File: src/rtl/sum_seq_pkg.sv
// Shared types and default sizing for the sequential add/sub controller.
package sum_seq_pkg;
  localparam int NB_DEF = 4;
  localparam int NW_DEF = 4;
  localparam int W_DEF  = NB_DEF * NW_DEF;

  typedef enum logic [1:0] {IDLE, ADD, DONE} state_t;
endpackage

File: src/rtl/sum_seq_ctrl_if.sv
// Requester-side handshake and operand/result bus for sum_seq_ctrl.
interface sum_seq_ctrl_if import sum_seq_pkg::*; #(parameter int W = W_DEF);
  logic         start;
  logic         op_sub;
  logic [W-1:0] A;
  logic [W-1:0] B;
  logic         busy;
  logic         done;
  logic [W-1:0] S;
  logic         Co;
  logic         ovf;

  modport master (output start, op_sub, A, B, input busy, done, S, Co, ovf);
  modport slave  (input start, op_sub, A, B, output busy, done, S, Co, ovf);
endinterface

File: src/rtl/add_slice.sv
// Combinational NB-bit ripple-carry adder built from chained full-adder cells.
module add_slice #(
  parameter int NB = 4
) (
  input  logic [NB-1:0] A,
  input  logic [NB-1:0] B,
  input  logic          Ci,
  output logic [NB-1:0] S,
  output logic          Cout
);
  logic [NB:0] w_c;

  assign w_c[0] = Ci;
  assign Cout   = w_c[NB];

  for (genvar g = 0; g < NB; g++) begin : g_bit
    fa_cell u_fa (
      .a  (A[g]),
      .b  (B[g]),
      .ci (w_c[g]),
      .s  (S[g]),
      .co (w_c[g+1])
    );
  end
endmodule

File: src/rtl/fa_cell.sv
// 1-bit full adder cell, the building block of the ripple slice.
module fa_cell (
  input  logic a,
  input  logic b,
  input  logic ci,
  output logic s,
  output logic co
);
  assign s  = a ^ b ^ ci;
  assign co = (a & b) | (ci & (a ^ b));
endmodule

File: src/rtl/sum_seq_ctrl.sv
// Sequential W-bit add/sub: one NB-bit slice per clock, LSB slice first,
// carry held in a register between slices.
module sum_seq_ctrl import sum_seq_pkg::*; #(
  parameter int NB = NB_DEF,
  parameter int NW = NW_DEF
) (
  input  logic          clk,
  input  logic          rst,
  sum_seq_ctrl_if.slave bus
);
  localparam int W  = NB * NW;
  localparam int IW = (NW > 1) ? $clog2(NW) : 1;

  state_t        r_state;
  logic [W-1:0]  r_a;
  logic [W-1:0]  r_b;
  logic [W-1:0]  r_s;
  logic          r_sub;
  logic          r_carry;
  logic          r_co;
  logic          r_ovf;
  logic          r_busy;
  logic          r_done;
  logic [IW-1:0] r_idx;

  logic [NB-1:0] w_a_sl;
  logic [NB-1:0] w_b_sl;
  logic [NB-1:0] w_sum;
  logic          w_cout;
  logic          w_last;
  logic          w_ovf;

  assign w_last = (r_idx == IW'(NW - 1));
  assign w_a_sl = r_a[r_idx*NB +: NB];
  assign w_b_sl = r_b[r_idx*NB +: NB] ^ {NB{r_sub}};

  // Only meaningful on the MSB slice; latched solely when w_last is set.
  assign w_ovf = (r_a[W-1] == (r_b[W-1] ^ r_sub)) & (w_sum[NB-1] != r_a[W-1]);

  add_slice #(.NB(NB)) u_slice (
    .A    (w_a_sl),
    .B    (w_b_sl),
    .Ci   (r_carry),
    .S    (w_sum),
    .Cout (w_cout)
  );

  always_ff @(posedge clk) begin
    if (rst) begin
      r_state <= IDLE;
      r_a     <= '0;
      r_b     <= '0;
      r_s     <= '0;
      r_sub   <= 1'b0;
      r_carry <= 1'b0;
      r_co    <= 1'b0;
      r_ovf   <= 1'b0;
      r_busy  <= 1'b0;
      r_done  <= 1'b0;
      r_idx   <= '0;
    end else begin
      case (r_state)
        IDLE: begin
          r_done <= 1'b0;
          if (bus.start) begin
            r_a     <= bus.A;
            r_b     <= bus.B;
            r_sub   <= bus.op_sub;
            r_carry <= bus.op_sub;
            r_idx   <= '0;
            r_busy  <= 1'b1;
            r_state <= ADD;
          end
        end
        ADD: begin
          r_s[r_idx*NB +: NB] <= w_sum;
          r_carry             <= w_cout;
          if (w_last) begin
            r_co    <= w_cout;
            r_ovf   <= w_ovf;
            r_busy  <= 1'b0;
            r_done  <= 1'b1;
            r_state <= DONE;
          end else begin
            r_idx <= r_idx + IW'(1);
          end
        end
        DONE: begin
          r_done  <= 1'b0;
          r_state <= IDLE;
        end
        default: begin
          r_busy  <= 1'b0;
          r_done  <= 1'b0;
          r_state <= IDLE;
        end
      endcase
    end
  end

  assign bus.busy = r_busy;
  assign bus.done = r_done;
  assign bus.S    = r_s;
  assign bus.Co   = r_co;
  assign bus.ovf  = r_ovf;
endmodule

File: src/flat_wrapper.sv
// flat-port wrapper written by rule: the top's interface ports become plain ports
module sum_seq_ctrl_flat import sum_seq_pkg::*;
#(
  parameter int NB = NB_DEF,
  parameter int NW = NW_DEF
)
  (clk, rst, bus_start, bus_op_sub, bus_A, bus_B, bus_busy, bus_done, bus_S, bus_Co, bus_ovf);
  sum_seq_ctrl_if #(.W((NB * NW))) bus_i ();
  input  logic clk;
  input  logic rst;
  input wire logic [$bits(bus_i.start)-1:0] bus_start;
  input wire logic [$bits(bus_i.op_sub)-1:0] bus_op_sub;
  input wire logic [$bits(bus_i.A)-1:0] bus_A;
  input wire logic [$bits(bus_i.B)-1:0] bus_B;
  output wire logic [$bits(bus_i.busy)-1:0] bus_busy;
  output wire logic [$bits(bus_i.done)-1:0] bus_done;
  output wire logic [$bits(bus_i.S)-1:0] bus_S;
  output wire logic [$bits(bus_i.Co)-1:0] bus_Co;
  output wire logic [$bits(bus_i.ovf)-1:0] bus_ovf;
  assign bus_i.start = bus_start;
  assign bus_i.op_sub = bus_op_sub;
  assign bus_i.A = bus_A;
  assign bus_i.B = bus_B;
  assign bus_busy = bus_i.busy;
  assign bus_done = bus_i.done;
  assign bus_S = bus_i.S;
  assign bus_Co = bus_i.Co;
  assign bus_ovf = bus_i.ovf;
  sum_seq_ctrl #(.NB(NB), .NW(NW)) u_core (.clk(clk), .rst(rst), .bus(bus_i));
endmodule
File: config.mk
export PLATFORM = sky130hd
export DESIGN_NAME = sum_seq_ctrl_flat
export DESIGN_NICKNAME = d
export VERILOG_FILES = /design/src/rtl/sum_seq_pkg.sv /design/src/rtl/sum_seq_ctrl_if.sv /design/src/rtl/add_slice.sv /design/src/rtl/fa_cell.sv /design/src/rtl/sum_seq_ctrl.sv /design/src/flat_wrapper.sv
export SDC_FILE = /design/constraint.sdc
export NUM_CORES = 1
export LEC_CHECK = 0
export BUFFER_PORTS_ARGS = -buffer_cell sky130_fd_sc_hd__buf_2
export CAP_MARGIN = 40
export CORE_MARGIN = 2
export CORE_UTILIZATION = 54
export CTS_CLUSTER_DIAMETER = 120
export DETAILED_ROUTE_END_ITERATION = 6
export GPL_TIMING_DRIVEN = 0
export PLACE_DENSITY = 0.79
export SKIP_LAST_GASP = 1
export SLEW_MARGIN = 40
export SYNTH_ARGS = -nofsm -noshare
export SYNTH_HDL_FRONTEND = slang
export SYNTH_SLANG_ARGS = --single-unit
File: constraint.sdc
create_clock -name clk -period 3.75 [get_ports clk]
set_input_delay 0.1875 -clock clk [delete_from_list [all_inputs] [get_ports clk]]
set_output_delay 0.1875 -clock clk [all_outputs]
set_load 0.05 [all_outputs]
==> run metrics, run 1 <==
vias in the first global route=2116; f_max=282 MHz; clk sink count=between 50 and 60; largest cells by area after synthesis=dfxtp_1 44%, nand2_1 10%, a21oi_1 7.7%, mux4_1 6.9%, buf_6 3.4%; die area=5490 um^2; setup TNS=0 ps; CP most frequent cell=fa_1; CP Capture Type=flop; Tightest Pin Transition=565 ps; post-synth top area cell=dfxtp_1; Critical Path RT=3990 ps; # nets final=about 390; # DRC=0; Root Buffer=clkbuf_8; synthesized area per cell=9.38 um^2; dpl cells=404; Crit-path slowest cell=mux4_1; Final min period=3550 ps; synth unique cells=39; Fillers=407; WL final=roughly 5900 um; Die Width=74.1 um; Clock Pin Slew Worst Setup and Hold Paths=60 ps; delay-heaviest family, CP=adder cells; Total Routing Usage GR=0.233; synthesized instance count=roughly 280; Port Buffer Count=54; P&R area growth vs syn=19.8%; YS warnings=0; row cnt=25; HP Class=in -> reg; final hold violation count=0; clock tree from TritonCTS=built; DRT iter0 DRCs=between 150 and 200; DRT antenna net count=0; CP Data Arrival Time=~3800 ps; slew margin rel.=0.624; share of cells above drive strength 1=0.256; Post-synth EDFFs=0; grt total ovfl=0; CTS H-tree lvls=3; CORE AREA=~4700 um^2; Routability Congestion=0.786; Die H=about 74 um; number of synthesized register bits=58; syn_nets=328; initial antenna violation count=0; Initial Util=0.562; Clk Latency, worst-skew pair=about 330 ps; share of the synthesized area in the top cell type=0.437; Core Util, Final=0.674; io pins=56; RSZ-0062 raised after global routing=false; Setup Viol. Count Final=0; most frequent cell after synthesis=nand2_1; critical path class=reg -> reg; Max FO, Critical Path=10; drt first pass iters=4; Power Density=439 nW/um^2; worst path bufs/invs=2; peak supply drop=around 0.26 mV; Clock Skews=6.30 ps; ys flop type=dfxtp_1; DR vias/cell=around 5.2; mapped cell area=2660 um^2; WHS=96.3 ps; first-pass GRT wire length=9630 um; Layout Cells excl Fill=about 420; worst-path cell chain=buf_6 > mux4_1 > fa_1 > fa_1 > inv_1 > fa_1 > fa_1 > or3_1 > a311oi_1; Slew Viols, Final=0; crit path launch type=flop; leak pwr=roughly 1.3 nW; Max stage delay on crit path=590 ps; HPWL Detailed=4310 um; status=finished, final reports clean; Final Cycle Share=0.947; largest net degree at the start of global routing=11; antenna diode count=0; top cells by count, synth=74 x nand2_1, 58 x dfxtp_1, 41 x a21oi_1, 13 x nor2_1, 10 x a32oi_1; Synth async-reset ratio=0; CTS Buffer Depth=2; routed len/inst=between 10 and 15 um; Max Cap Violations=0; CTS Buf Count=9; Pwr Total=1.40 mW; post-synthesis sequential area ratio=0.437; DR vias=2172
tightest hold or removal path, stage by stage:
cell	delay, ps
buf_2	90
nand2_1	40
a21oi_1	50
layout by cell type, fill, tap and decap left out, types with 4 or more instances in the layout:
| master | Yosys | routed |
|---|---|---|
| inv_1 | 7 | 7 |
| nand2_1 | 74 | 74 |
| nand2b_1 | 4 | 4 |
| nor2_1 | 13 | 13 |
| a21oi_1 | 41 | 41 |
| clkbuf_8 | 0 | 11 |
| nand3_1 | 5 | 5 |
| buf_2 | 2 | 56 |
| buf_6 | 8 | 8 |
| clkbuf_1 | 7 | 7 |
| a32oi_1 | 10 | 10 |
| nand3b_1 | 5 | 5 |
| mux4_1 | 7 | 7 |
| dfxtp_1 | 58 | 57 |
| fa_1 | 4 | 4 |
| ha_1 | 5 | 5 |
final timing paths:
check / start / end / slack (ps) / cells past startpoint
max reg2reg: u_core.r_idx[0]$_SDFFE_PP0P_ / u_core.bus.ovf$_SDFFE_PP0P_ / 200 / 9
min reg2reg: u_core.bus.S[6]$_SDFFE_PP0P_ / u_core.bus.S[6]$_SDFFE_PP0P_ / 450 / 2
min: bus_A[3] / u_core.r_a[3]$_SDFFE_PP0P_ / 100 / 3
max: u_core.r_idx[0]$_SDFFE_PP0P_ / u_core.bus.ovf$_SDFFE_PP0P_ / 200 / 9
cell families after synthesis:
family | share of synthesized area
and+or+nand+nor | 0.223
AOI/OAI and AO/OA | 0.131
DFF | 0.437
buffers and inverters | 0.0603
adders and majority gates | 0.0537
muxes | 0.0778
xor gates and xnor gates | 0.0165
state kept, by name, summed over array words and instances (netlist names):
name	cells
u_core.bus.Co	1
u_core.bus.S	16
u_core.bus.busy	1
u_core.bus.done	1
u_core.bus.ovf	1
u_core.r_a	16
u_core.r_b	16
u_core.r_carry	1
u_core.r_idx	2
u_core.r_state	2
u_core.r_sub	1
final cells by class:
class,instances,area (um^2),area share
clock buffer,12,155,0.0488
clock inverter,3,15.0,0.00472
buffer,18,135,0.0425
sequential,58,1160,0.365
inverter,7,26.3,0.00826
timing repair buffer,54,270,0.0849
tap,67,83.8,0.0263
multi-input combinational,200,1330,0.419
where the power goes:
part,internal [mW],switching [mW],total (mW)
combinational,0.0952,0.135,0.231
clock,0.269,0.234,0.502
sequential,0.646,0.0189,0.665
timing repair:
item | in CTS | in global routing
setup buffers | 0 | 0
hold buffers | 0 | 0
gates resized for setup | 0 | 3
endpoints found under the setup margin | 0 | 1
through the flow:
step                setup WS, ps  cell area [um^2]
floorplan                    450              2660
global placement             175              3010
detailed placement          84.2              3010
CTS                         62.8              3180
global route                 102              3180
finish                       199              3180
routing by layer:
layer  vias up  routed length, um  track usage  part of all wire
met4         0                 65       0.0970             0.011
met5         -                  0            0                 0
met2        54               2860        0.392              0.48
met1       999               2750        0.298              0.46
li1       1112                  -            -                 -
met3         7                272       0.0407             0.046
Note: power is estimated with default switching activity, not from simulation.
==> inputs of run 2 (changes only) <==
- CORE_UTILIZATION: 54 -> 49
- PLACE_DENSITY: 0.79 -> 0.76
- clock period: 3.75 -> 3 ns (I/O delays scaled with it)
==> run metrics, run 2 (same netlist as run 1, synthesis figures left out) <==
Clock Pin Slew Worst Setup and Hold Paths=60 ps; Initial Util=0.513; sw frac=0.258; Internal=roughly 1.4 mW; CP Data Arrival Time=between 3000 and 4000 ps; routed len/inst=13.9 um; CP Capture Type=flop; CTS Buffer Depth=2; critical path class=reg -> reg; Max stage delay on crit path=540 ps; clock share of power=0.401; Final min period=between 3000 and 4000 ps; Critical Path RT=~3300 ps; final hold violation count=0; delay-heaviest family, CP=adder cells; first-pass GRT wire length=9950 um; DR vias/cell=5.20; die area=6020 um^2; WHS=47.3 ps; Crit-path slowest cell=mux4_2; P&R area growth vs syn=25.1%; leading cell type in the layout, fill and taps excluded=nand2_1; slew margin rel.=0.629; Max Cap Violations=0; HPWL Detailed=4110 um; initial antenna violation count=0; Routability Congestion=0.804; io pins=56; DR vias=2231; hold-fix buffers at CTS=0; combinational cell fraction of total power=0.167; WL final=5950 um; CORE AREA=5170 um^2; Slew Viols, Final=0; grt total ovfl=0; CTS Buf Count=9; largest net degree at the start of global routing=11; antenna diode count=0; Clock Skews=13.3 ps; crit path launch type=flop; HP Class=in -> reg; Power Density=579 nW/um^2; Root Buffer=clkbuf_8; Clk Latency, worst-skew pair=340 ps; DRT antenna net count=0; Final Cycle Share=1.05; Pwr Total=1.92 mW; NetSw=496 uW; share of cells above drive strength 1=0.301; leak pwr=about 1.4 nW; Die H=77.6 um; sequential share of power=0.432; RSZ-0062 raised after global routing=true; CTS H-tree lvls=3; clock tree from TritonCTS=built; row cnt=26; status=finished, violations left; Max FO, Critical Path=4; peak supply drop=roughly 0.26 mV; clk sink count=58; DRT iter0 DRCs=153; Setup Viol. Count Final=5; Tightest Pin Transition=557 ps; f_max=318 MHz; drt first pass iters=4; CP most frequent cell=fa_2; worst-path cell chain=mux4_2 > xor2_2 > fa_2 > fa_2 > inv_2 > fa_2 > fa_2 > or3_1 > a311oi_1; # DRC=0; commonest non-fill, non-tap cells in the layout=74 x nand2_1, 57 x dfxtp_1, 56 x buf_2; vias in the first global route=2127; Die Width=about 78 um; worst path bufs/invs=1; violated checks=setup timing; Total Routing Usage GR=0.211; # nets final=399; Port Buffer Count=54; final worst slack=-148 ps
run 2: cell types whose count changed in the layout (fill, tap and decap cells not counted), moves of 3 or more:
cell and change:
buf_4 +5, fa_1 -4, fa_2 +4, clkinv_2 -3
mux4_1 -3, mux4_2 +3
run 2: per-stage QoR:
stage               setup WS, ps  setup TNS [ps]   util  cell area (um^2)  instances
finish                      -148            -429  0.642              3320        429
global route                -225            -897  0.642              3320        429
CTS                         -140            -231  0.635              3280        428
detailed placement          -294            -566  0.583              3020        407
global placement            -274            -529  0.583              3020        407
floorplan                  -95.1           -95.1      -              2660        283
run 2: power groups by stage:
stage / clock, mW / sequential (mW) / combinational (mW)
after detailed placement: 0 / 0.848 / 0.283
after global routing: 0.815 / 0.833 / 0.352
after floorplan: 0 / 0.859 / 0.186
final: 0.771 / 0.830 / 0.321
after CTS: 0.778 / 0.829 / 0.302
after global placement: 0 / 0.846 / 0.280
run 2: worst paths after layout:
path                                      from                           end  slack [ps]  cells after the start
setup reg to reg  u_core.r_idx[0]$_SDFFE_PP0P_   u_core.bus.ovf$_SDFFE_PP0P_        -150                      9
setup / recovery  u_core.r_idx[0]$_SDFFE_PP0P_   u_core.bus.ovf$_SDFFE_PP0P_        -150                      9
hold reg to reg   u_core.bus.S[5]$_SDFFE_PP0P_  u_core.bus.S[5]$_SDFFE_PP0P_         450                      2
hold / removal                        bus_A[8]    u_core.r_a[8]$_SDFFE_PP0P_          50                      3
run 2: layer usage:
layer / share of wire / GRT usage
met5: 0 / 0
met4: 0.019 / 0.102
met3: 0.052 / 0.0453
met2: 0.48 / 0.328
met1: 0.45 / 0.278
run 2: cell type report:
cell class	instances	area [um^2]
Buffer	18	149
Clock buffer	15	186
Clock inverter	1	30.0
Fill cell	423	1850
Inverter	7	28.8
Multi-Input combinational cell	200	1360
Sequential cell	58	1160
Tap cell	70	87.6
Timing Repair Buffer	60	319
run 2: what timing repair did:
action / in CTS / in global routing
endpoints found under the setup margin: 5 / 5
cloned: 0 / 0
resized for setup: 6 / 8
pin swaps: 5 / 5
buffers inserted: 5 / 1
run 2: worst min-delay path, stage by stage:
cell and delay (ps):
buf_2 90, nand2_1 40, a21oi_1 50
==> inputs of run 3 (changes only) <==
- GPL_TIMING_DRIVEN: 0 -> default
- TNS_END_PERCENT: default -> 20
==> run metrics, run 3 (same netlist as run 1, synthesis figures left out) <==
die area=roughly 6000 um^2; leading cell type in the layout, fill and taps excluded=nand2_1; antenna diode count=0; DRT iter0 DRCs=149; Reg2Reg Setup Slack=-70 ps; DR vias/cell=5.21; CTS Buffer Depth=2; Total Routing Usage GR=0.195; largest net degree at the start of global routing=59; vias in the first global route=2042; Die Width=77.6 um; routed len/inst=13.2 um; clock tree from TritonCTS=built; share of cells above drive strength 1=0.276; grt total ovfl=0; clk sink count=58; Hold Crit Depth=3; dpl cells=397; Clock Pin Slew Worst Setup and Hold Paths=60 ps; Setup Viol. Count Final=2; f_max=326 MHz; status=finished, violations left; Max Cap Violations=0; row cnt=26; Initial Util=0.513; Tightest Pin Transition=734 ps; leak pwr=1.30 nW; final worst slack=-71.5 ps; io pins=56; critical path class=reg -> reg; P&R area growth vs syn=17.7%; HPWL Detailed=3790 um; Pwr Total=1.71 mW; crit path launch type=flop; peak supply drop=0.362 mV; drt first pass iters=6; HP Class=in -> reg; reg2reg path depth=9; post-route cell area=~3100 um^2; CP Capture Type=flop; DP Area=2940 um^2; Critical Path RT=3250 ps; violated checks=setup timing; CORE AREA=5170 um^2; initial antenna violation count=0; RR Startpoint=u_core.r_idx[0]$_SDFFE_PP0P_; Final min period=3070 ps; Critical Path Start=u_core.r_idx[0]$_SDFFE_PP0P_; Clock Skews=~8.6 ps; first-pass GRT wire length=9200 um; Die H=77.6 um; dpl ws=-160 ps; DR vias=2155; Clk Latency, worst-skew pair=330 ps; DRT antenna net count=0; WHS=49.6 ps; slew margin rel.=0.511; CTS Buf Count=9; Port Buffer Count=55; WL final=5450 um; Slew Viols, Final=0; CTS H-tree lvls=3; Max FO, Critical Path=4; # DRC=0; Final Cycle Share=1.02; Routability Congestion=between 0.7 and 0.8; Core Util, Final=0.604; RSZ-0062 raised after global routing=true; # nets final=~380; Power Density=546 nW/um^2; Layout Cells excl Fill=414; commonest non-fill, non-tap cells in the layout=74 x nand2_1, 57 x dfxtp_1, 54 x buf_2; Root Buffer=clkbuf_8; Setup crit end=u_core.bus.ovf$_SDFFE_PP0P_; final hold violation count=0; RR Endpoint=u_core.bus.ovf$_SDFFE_PP0P_; CP Data Arrival Time=3320 ps; setup TNS=-87.1 ps
-- run 3: timing repair --
action / CTS / global route
pin swaps: 3 / 1
hold buffers: 0 / 0
endpoints found under the setup margin: 3 / 5
gates resized for setup: 1 / 3
setup buffers: 1 / 0
-- run 3: worst min path at each step --
stage / startpoint / end / slack (ps)
6_report: bus_B[10] / u_core.r_b[10]$_SDFFE_PP0P_ / 50
3_5_place_dp: bus_A[5] / u_core.r_a[5]$_SDFFE_PP0P_ / 400
3_3_place_gp: bus_A[6] / u_core.r_a[6]$_SDFFE_PP0P_ / 390
4_1_cts: bus_A[15] / u_core.r_a[15]$_SDFFE_PP0P_ / 30
2_1_floorplan: bus_A[0] / u_core.r_a[0]$_SDFFE_PP0P_ / 290
5_1_grt: bus_A[1] / u_core.r_a[1]$_SDFFE_PP0P_ / 40
-- run 3: power breakdown --
part / internal [mW] / switching, mW
registers: 0.807 / 0.0266
logic: 0.111 / 0.157
clock network: 0.318 / 0.286
total: 1.24 / 0.469
-- run 3: critical path: stages, from the launching register on --
cell      delay (ps)
dfxtp_4          370
mux4_2           500
xor2_1           170
fa_2             350
fa_2             330
inv_1             80
fa_2             200
fa_1             440
or3_1            340
a311oi_2         230
-- run 3: metal layers --
metal	track usage	part of all wire
met1	0.238	0.45
met2	0.311	0.49
met3	0.0698	0.054
met4	0.0804	0.0099
met5	0	0
-- run 3: area by class of cell --
| type | count | area (um^2) |
|---|---|---|
| sequential | 58 | 1160 |
| timing repair buffer | 63 | 338 |
| tap | 70 | 87.6 |
| inverter | 7 | 26.3 |
| clock buffer | 13 | 149 |
| clock inverter | 3 | 15.0 |
| multi-input combinational | 200 | 1340 |
| fill | 466 | 2050 |
